`src/rtl/nyx_arb_pkg.sv`:
```
// Shared arbiter types and helpers: lock FSM encoding and the id-width rule.
package nyx_arb_pkg;

  typedef enum logic {
    ARB_IDLE   = 1'b0,
    ARB_LOCKED = 1'b1
  } arb_state_t;

  // A single requester still needs a one-bit id so ports never collapse to zero width.
  function automatic int arb_idw(input int n);
    return (n <= 1) ? 1 : $clog2(n);
  endfunction

endpackage

```
`src/rtl/rr_pick.sv`:
```
// Rotate-priority encoder: first asserted request at or after ptr, wrapping modulo N.
module rr_pick
  import nyx_arb_pkg::*;
#(
  parameter int N = 4,
  localparam int IDW = arb_idw(N)
) (
  input  logic [N-1:0]   req,
  input  logic [IDW-1:0] ptr,
  output logic [IDW-1:0] gnt_idx,
  output logic           gnt_any
);

  localparam logic [IDW:0] N_W = (IDW+1)'(N);

  logic [IDW:0] cand;

  // Scan from the farthest offset back to ptr so the nearest hit is the last one written.
  always_comb begin
    gnt_idx = '0;
    gnt_any = 1'b0;
    cand    = '0;
    for (int i = N-1; i >= 0; i--) begin
      cand = {1'b0, ptr} + (IDW+1)'(i);
      if (cand >= N_W) cand = cand - N_W;
      if (req[cand[IDW-1:0]]) begin
        gnt_idx = cand[IDW-1:0];
        gnt_any = 1'b1;
      end
    end
  end

endmodule

```
`src/rtl/rr_stage_arbiter.sv`:
```
// N-way round-robin arbiter driving one registered valid/ready stage, with beat locking.
//   state      | meaning
//   ARB_IDLE   | grant follows the round-robin pointer
//   ARB_LOCKED | grant pinned to owner until it sends a beat with lock low
module rr_stage_arbiter
  import nyx_arb_pkg::*;
#(
  parameter int N = 4,
  parameter int WIDTH = 32,
  localparam int IDW = arb_idw(N)
) (
  input  logic               clk,
  input  logic               reset_n,
  input  logic               stall_i,
  input  logic [N-1:0]       req_val_i,
  input  logic [N-1:0]       req_lock_i,
  input  logic [N*WIDTH-1:0] req_d_i,
  output logic [N-1:0]       req_rdy_o,
  input  logic               rdy_i,
  output logic               val_o,
  output logic [WIDTH-1:0]   d_o,
  output logic [IDW-1:0]     id_o
);

  arb_state_t       state;
  logic [IDW-1:0]   ptr;
  logic [IDW-1:0]   owner;
  logic             val_r;

  logic [IDW-1:0]   pick_idx;
  logic             pick_any;
  logic [IDW-1:0]   g;
  logic             any;
  logic             load;
  logic             xfer;
  logic             lock_g;
  logic [WIDTH-1:0] gd;

  function automatic logic [IDW-1:0] inc_wrap(input logic [IDW-1:0] x);
    return (x == IDW'(N-1)) ? '0 : x + IDW'(1);
  endfunction

  rr_pick #(.N(N)) u_pick (
    .req     (req_val_i),
    .ptr     (ptr),
    .gnt_idx (pick_idx),
    .gnt_any (pick_any)
  );

  assign val_o  = val_r & ~stall_i;
  // Held low in reset so no requester believes a beat was taken while state is cleared.
  assign load   = (rdy_i | ~val_o) & ~stall_i & reset_n;
  assign g      = (state == ARB_LOCKED) ? owner : pick_idx;
  assign any    = (state == ARB_LOCKED) ? req_val_i[owner] : pick_any;
  assign xfer   = load & any;
  assign lock_g = req_lock_i[g];

  always_comb begin
    gd        = '0;
    req_rdy_o = '0;
    for (int k = 0; k < N; k++) begin
      if (g == IDW'(k)) gd = req_d_i[k*WIDTH +: WIDTH];
      req_rdy_o[k] = xfer & (g == IDW'(k));
    end
  end

  // Output register: a load with no grant drains the stage but keeps the last payload/id.
  always_ff @(posedge clk or negedge reset_n) begin
    if (!reset_n) begin
      val_r <= 1'b0;
      d_o   <= '0;
      id_o  <= '0;
    end else if (load) begin
      val_r <= any;
      if (any) begin
        d_o  <= gd;
        id_o <= g;
      end
    end
  end

  // Lock FSM and round-robin pointer; while locked the pointer is frozen.
  always_ff @(posedge clk or negedge reset_n) begin
    if (!reset_n) begin
      state <= ARB_IDLE;
      ptr   <= '0;
      owner <= '0;
    end else if (xfer) begin
      case (state)
        ARB_IDLE: begin
          if (lock_g) begin
            state <= ARB_LOCKED;
            owner <= g;
          end else begin
            ptr <= inc_wrap(g);
          end
        end
        ARB_LOCKED: begin
          if (!lock_g) begin
            state <= ARB_IDLE;
            ptr   <= inc_wrap(owner);
          end
        end
        default: state <= ARB_IDLE;
      endcase
    end
  end

endmodule

```
`config.mk`:
```
export PLATFORM = sky130hd
export DESIGN_NAME = rr_stage_arbiter
export DESIGN_NICKNAME = d
export VERILOG_FILES = /design/src/rtl/nyx_arb_pkg.sv /design/src/rtl/rr_pick.sv /design/src/rtl/rr_stage_arbiter.sv
export SDC_FILE = /design/constraint.sdc
export NUM_CORES = 1
export LEC_CHECK = 0
export ABC_AREA = 1
export CAP_MARGIN = 10
export CORE_MARGIN = 2
export CORE_UTILIZATION = 39
export DETAILED_ROUTE_END_ITERATION = 10
export PLACE_DENSITY = 0.83
export SETUP_SLACK_MARGIN = 0.5
export SLEW_MARGIN = 10
export SYNTH_ARGS = -nofsm -noshare
export SYNTH_HDL_FRONTEND = slang
export SYNTH_HIERARCHICAL = 1
export SYNTH_SLANG_ARGS = --single-unit
```
`constraint.sdc`:
```
create_clock -name clk -period 2.8 [get_ports clk]
set_clock_uncertainty 0.1 [all_clocks]
set_input_delay 0.42 -clock clk [delete_from_list [all_inputs] [get_ports clk]]
set_output_delay 0.42 -clock clk [all_outputs]
set_load 0.02 [all_outputs]
```
==> results.json <==
{
  "antenna_found_initial": 0,
  "dp.cells": 740,
  "cts_tree": "yes",
  "leakagePower_nw": 2.50,
  "finalCriticalPeriod_ns": 2.71,
  "cp_data_arrival_time_ns": 2.19,
  "hold_viol_final": 0,
  "p_int_mw": 3.49,
  "place.gp.congestion": 0.885,
  "start_kind": "flip-flop",
  "synth.distinct_cells": 24,
  "rsz0062_at_grt": "true",
  "ys_warn_count": 6,
  "synth_seq_area_share": 0.328,
  "regArea_um2": 1000,
  "cts_sinks": 40,
  "drive_gt1_frac": 0.161,
  "ant_nets": 0,
  "yosys-top-cells-area": "dfrtp_1, nand2_1, nand3_1, o21ai_0, o21ai_1",
  "clkTransAtPathRegs_ns": 0.09,
  "yosysTopAreaCell": "dfrtp_1",
  "power_frac_seq": 0.147,
  "num_io_pins": 179,
  "max_freq_ghz": 0.369,
  "vdd_drop_max_v": 0.000662,
  "yosysTopAreaCellShare": 0.328,
  "tns_ns": 0,
  "endpoint_kind": "output pin",
  "endpoint": "req_rdy_o[2]",
  "cts_root_buf": "clkbuf_8",
  "grt_overflow": 0,
  "period_share": 0.967,
  "vias": 4011,
  "numPortBuffers": 178,
  "route.detailed.drc": 0,
  "power.total_mw": 6.95,
  "fin_cells": 766,
  "tightest_slew_ns": 0.524,
  "swShare": 0.498,
  "rrSetupSlack_ns": 0.20,
  "syn_inst": 474,
  "initial_core_util": 0.399,
  "p_per_area_nw_per_um2": 1260,
  "synth_fp_nets": 619,
  "drtPass1Iterations": 4,
  "pwr-share-clk": 0.072,
  "slew_violations": 0,
  "grt_pass1_wl_um": 17400,
  "p_comb_frac": 0.781,
  "syn_area_um2": 3050,
  "layout_common_cells": "nand2_1, clkdlybuf4s50_1, nand3_1, o21ai_0, dfrtp_1",
  "syn_area_per_cell_um2": 6.44,
  "numCtsBuffers": 5,
  "r2r_cells": 17,
  "regToRegEndpoint": "d_o[18]$_DFFE_PN0N_",
  "rows": 32,
  "place_area_um2": 4980,
  "crit_type": "flip-flop to output pin",
  "grt_pass1_vias": 3629,
  "die_h_um": 92.5,
  "grtUsageTotal": 0.252,
  "crit_start": "ptr[0]$_DFFE_PN0P_",
  "cts_hold_buf": 0,
  "wirelength_um": 12200,
  "drt-initial-drc-count": 222,
  "cts_buffer_depth": 2,
  "multi_input_area_um2": 1950,
  "final_common_cell": "nand2_1",
  "final_area_um2": 5510,
  "insertion_delay_ns": 0.29,
  "wl_per_cell_um": 15.9,
  "die_w_um": 92.5,
  "cap_violations": 0,
  "status": "finished clean",
  "place.detailed.hpwl_um": 8190,
  "worst-path-max-fanout": 5,
  "die_area_um2": 8560,
  "hold_class": "input pin to asynchronous set/reset pin",
  "viasPerCell": 5.24,
  "critPathRequiredTime_ns": 2.28,
  "nNetsFinal": 808,
  "synth-seq-cells": 40,
  "diodes": 0,
  "htree_levels": 2,
  "setup_viol_count_final": 0,
  "area_growth_pct": 80.4,
  "core_area_um2": 7650,
  "grt_max_degree": 56,
  "slew_headroom": 0.651,
  "n_fill_cell": 596,
  "switchingPower_mw": 3.46,
  "worstReg2RegStart": "ptr[0]$_DFFE_PN0P_"
}
-- synth_stat cells, drive strengths merged --
library cell and instances:
nand2 200, nor3 1, a21oi 11, o211ai 10, clkbuf 9, and2 1
o21ai 73, o22ai 1, ha 5, nand3 65, buf 23, inv 27
dfrtp 40, nor2 8
-- how the worst min path moves through the flow --
stage	end	slack (ns)
floorplan	d_o[0]$_DFFE_PN0N_	0.02
global placement	d_o[8]$_DFFE_PN0N_	0.36
detailed placement	d_o[8]$_DFFE_PN0N_	0.36
CTS	d_o[29]$_DFFE_PN0N_	0.14
global route	d_o[29]$_DFFE_PN0N_	0.14
finish	d_o[29]$_DFFE_PN0N_	0.10
-- layout make-up --
class,count,share of cell area
inverters,27,0.0225
clock buffers,6,0.0150
flip-flops and latches,40,0.182
multi-input cells,375,0.354
well taps,102,0.0232
clock inverters,2,0.00704
repair buffers,214,0.396
-- per-stage QoR --
| step | util | hold slack, ns | worst slack (ns) |
|---|---|---|---|
| 5_1_grt | 0.720 | 0.141 | 0.0128 |
| 2_1_floorplan | - | 0.0244 | 0.472 |
| 3_3_place_gp | 0.652 | 0.363 | -0.334 |
| 4_1_cts | 0.683 | 0.136 | 0.187 |
| 3_5_place_dp | 0.652 | 0.364 | -0.422 |
| 6_report | 0.720 | 0.105 | 0.0917 |
-- power groups by stage --
stage / Combinational [mW] / Sequential, mW / Clock (mW)
floorplan: 3.03 / 1.22 / 0
global placement: 4.33 / 1.02 / 0
detailed placement: 4.46 / 1.03 / 0
CTS: 4.71 / 1.01 / 0.509
global route: 5.97 / 1.05 / 0.542
finish: 5.43 / 1.02 / 0.498
-- state kept, by name, indices dropped and copies added (netlist names) --
name   flops
val_r      1
owner      2
d_o       32
state      1
ptr        2
id_o       2
-- metal layers --
metal | track usage | vias to the layer above | routed length, um
met1 | 0.283 | 1861 | 4640
met5 | 0 | - | 0
li1 | - | 1927 | -
met3 | 0.0692 | 24 | 1120
met2 | 0.462 | 199 | 6140
met4 | 0.0771 | 0 | 284
-- kinds of logic (layout without fill, tap and decap cells) --
kind of cell / after synthesis / after routing / share of synthesized area
and+or+nand+nor: 275 / 275 / 0.379
buffers and inverters: 59 / 249 / 0.101
DFF: 40 / 40 / 0.328
AOI/OAI and AO/OA: 95 / 95 / 0.172
adders and majority gates: 5 / 5 / 0.0205
-- worst max-delay path: stages (launching register included) --
cell	delay [ns]
dfrtp_2	0.45
buf_6	0.15
o21ai_4	0.21
nand2_2	0.08
nand3_2	0.08
nand2_1	0.06
nand2_1	0.10
nand2_2	0.07
nand2_2	0.09
nand2_4	0.10
inv_6	0.10
ha_4	0.15
inv_4	0.05
nor2_4	0.09
buf_6	0.13
-- repair_timing --
action	CTS	global route
setup endpoints to repair	38	39
cloned	0	4
pin swaps	9	14
gates resized for setup	50	29
buffers inserted	6	8
No activity file was read; power rests on OpenSTA's default activity.
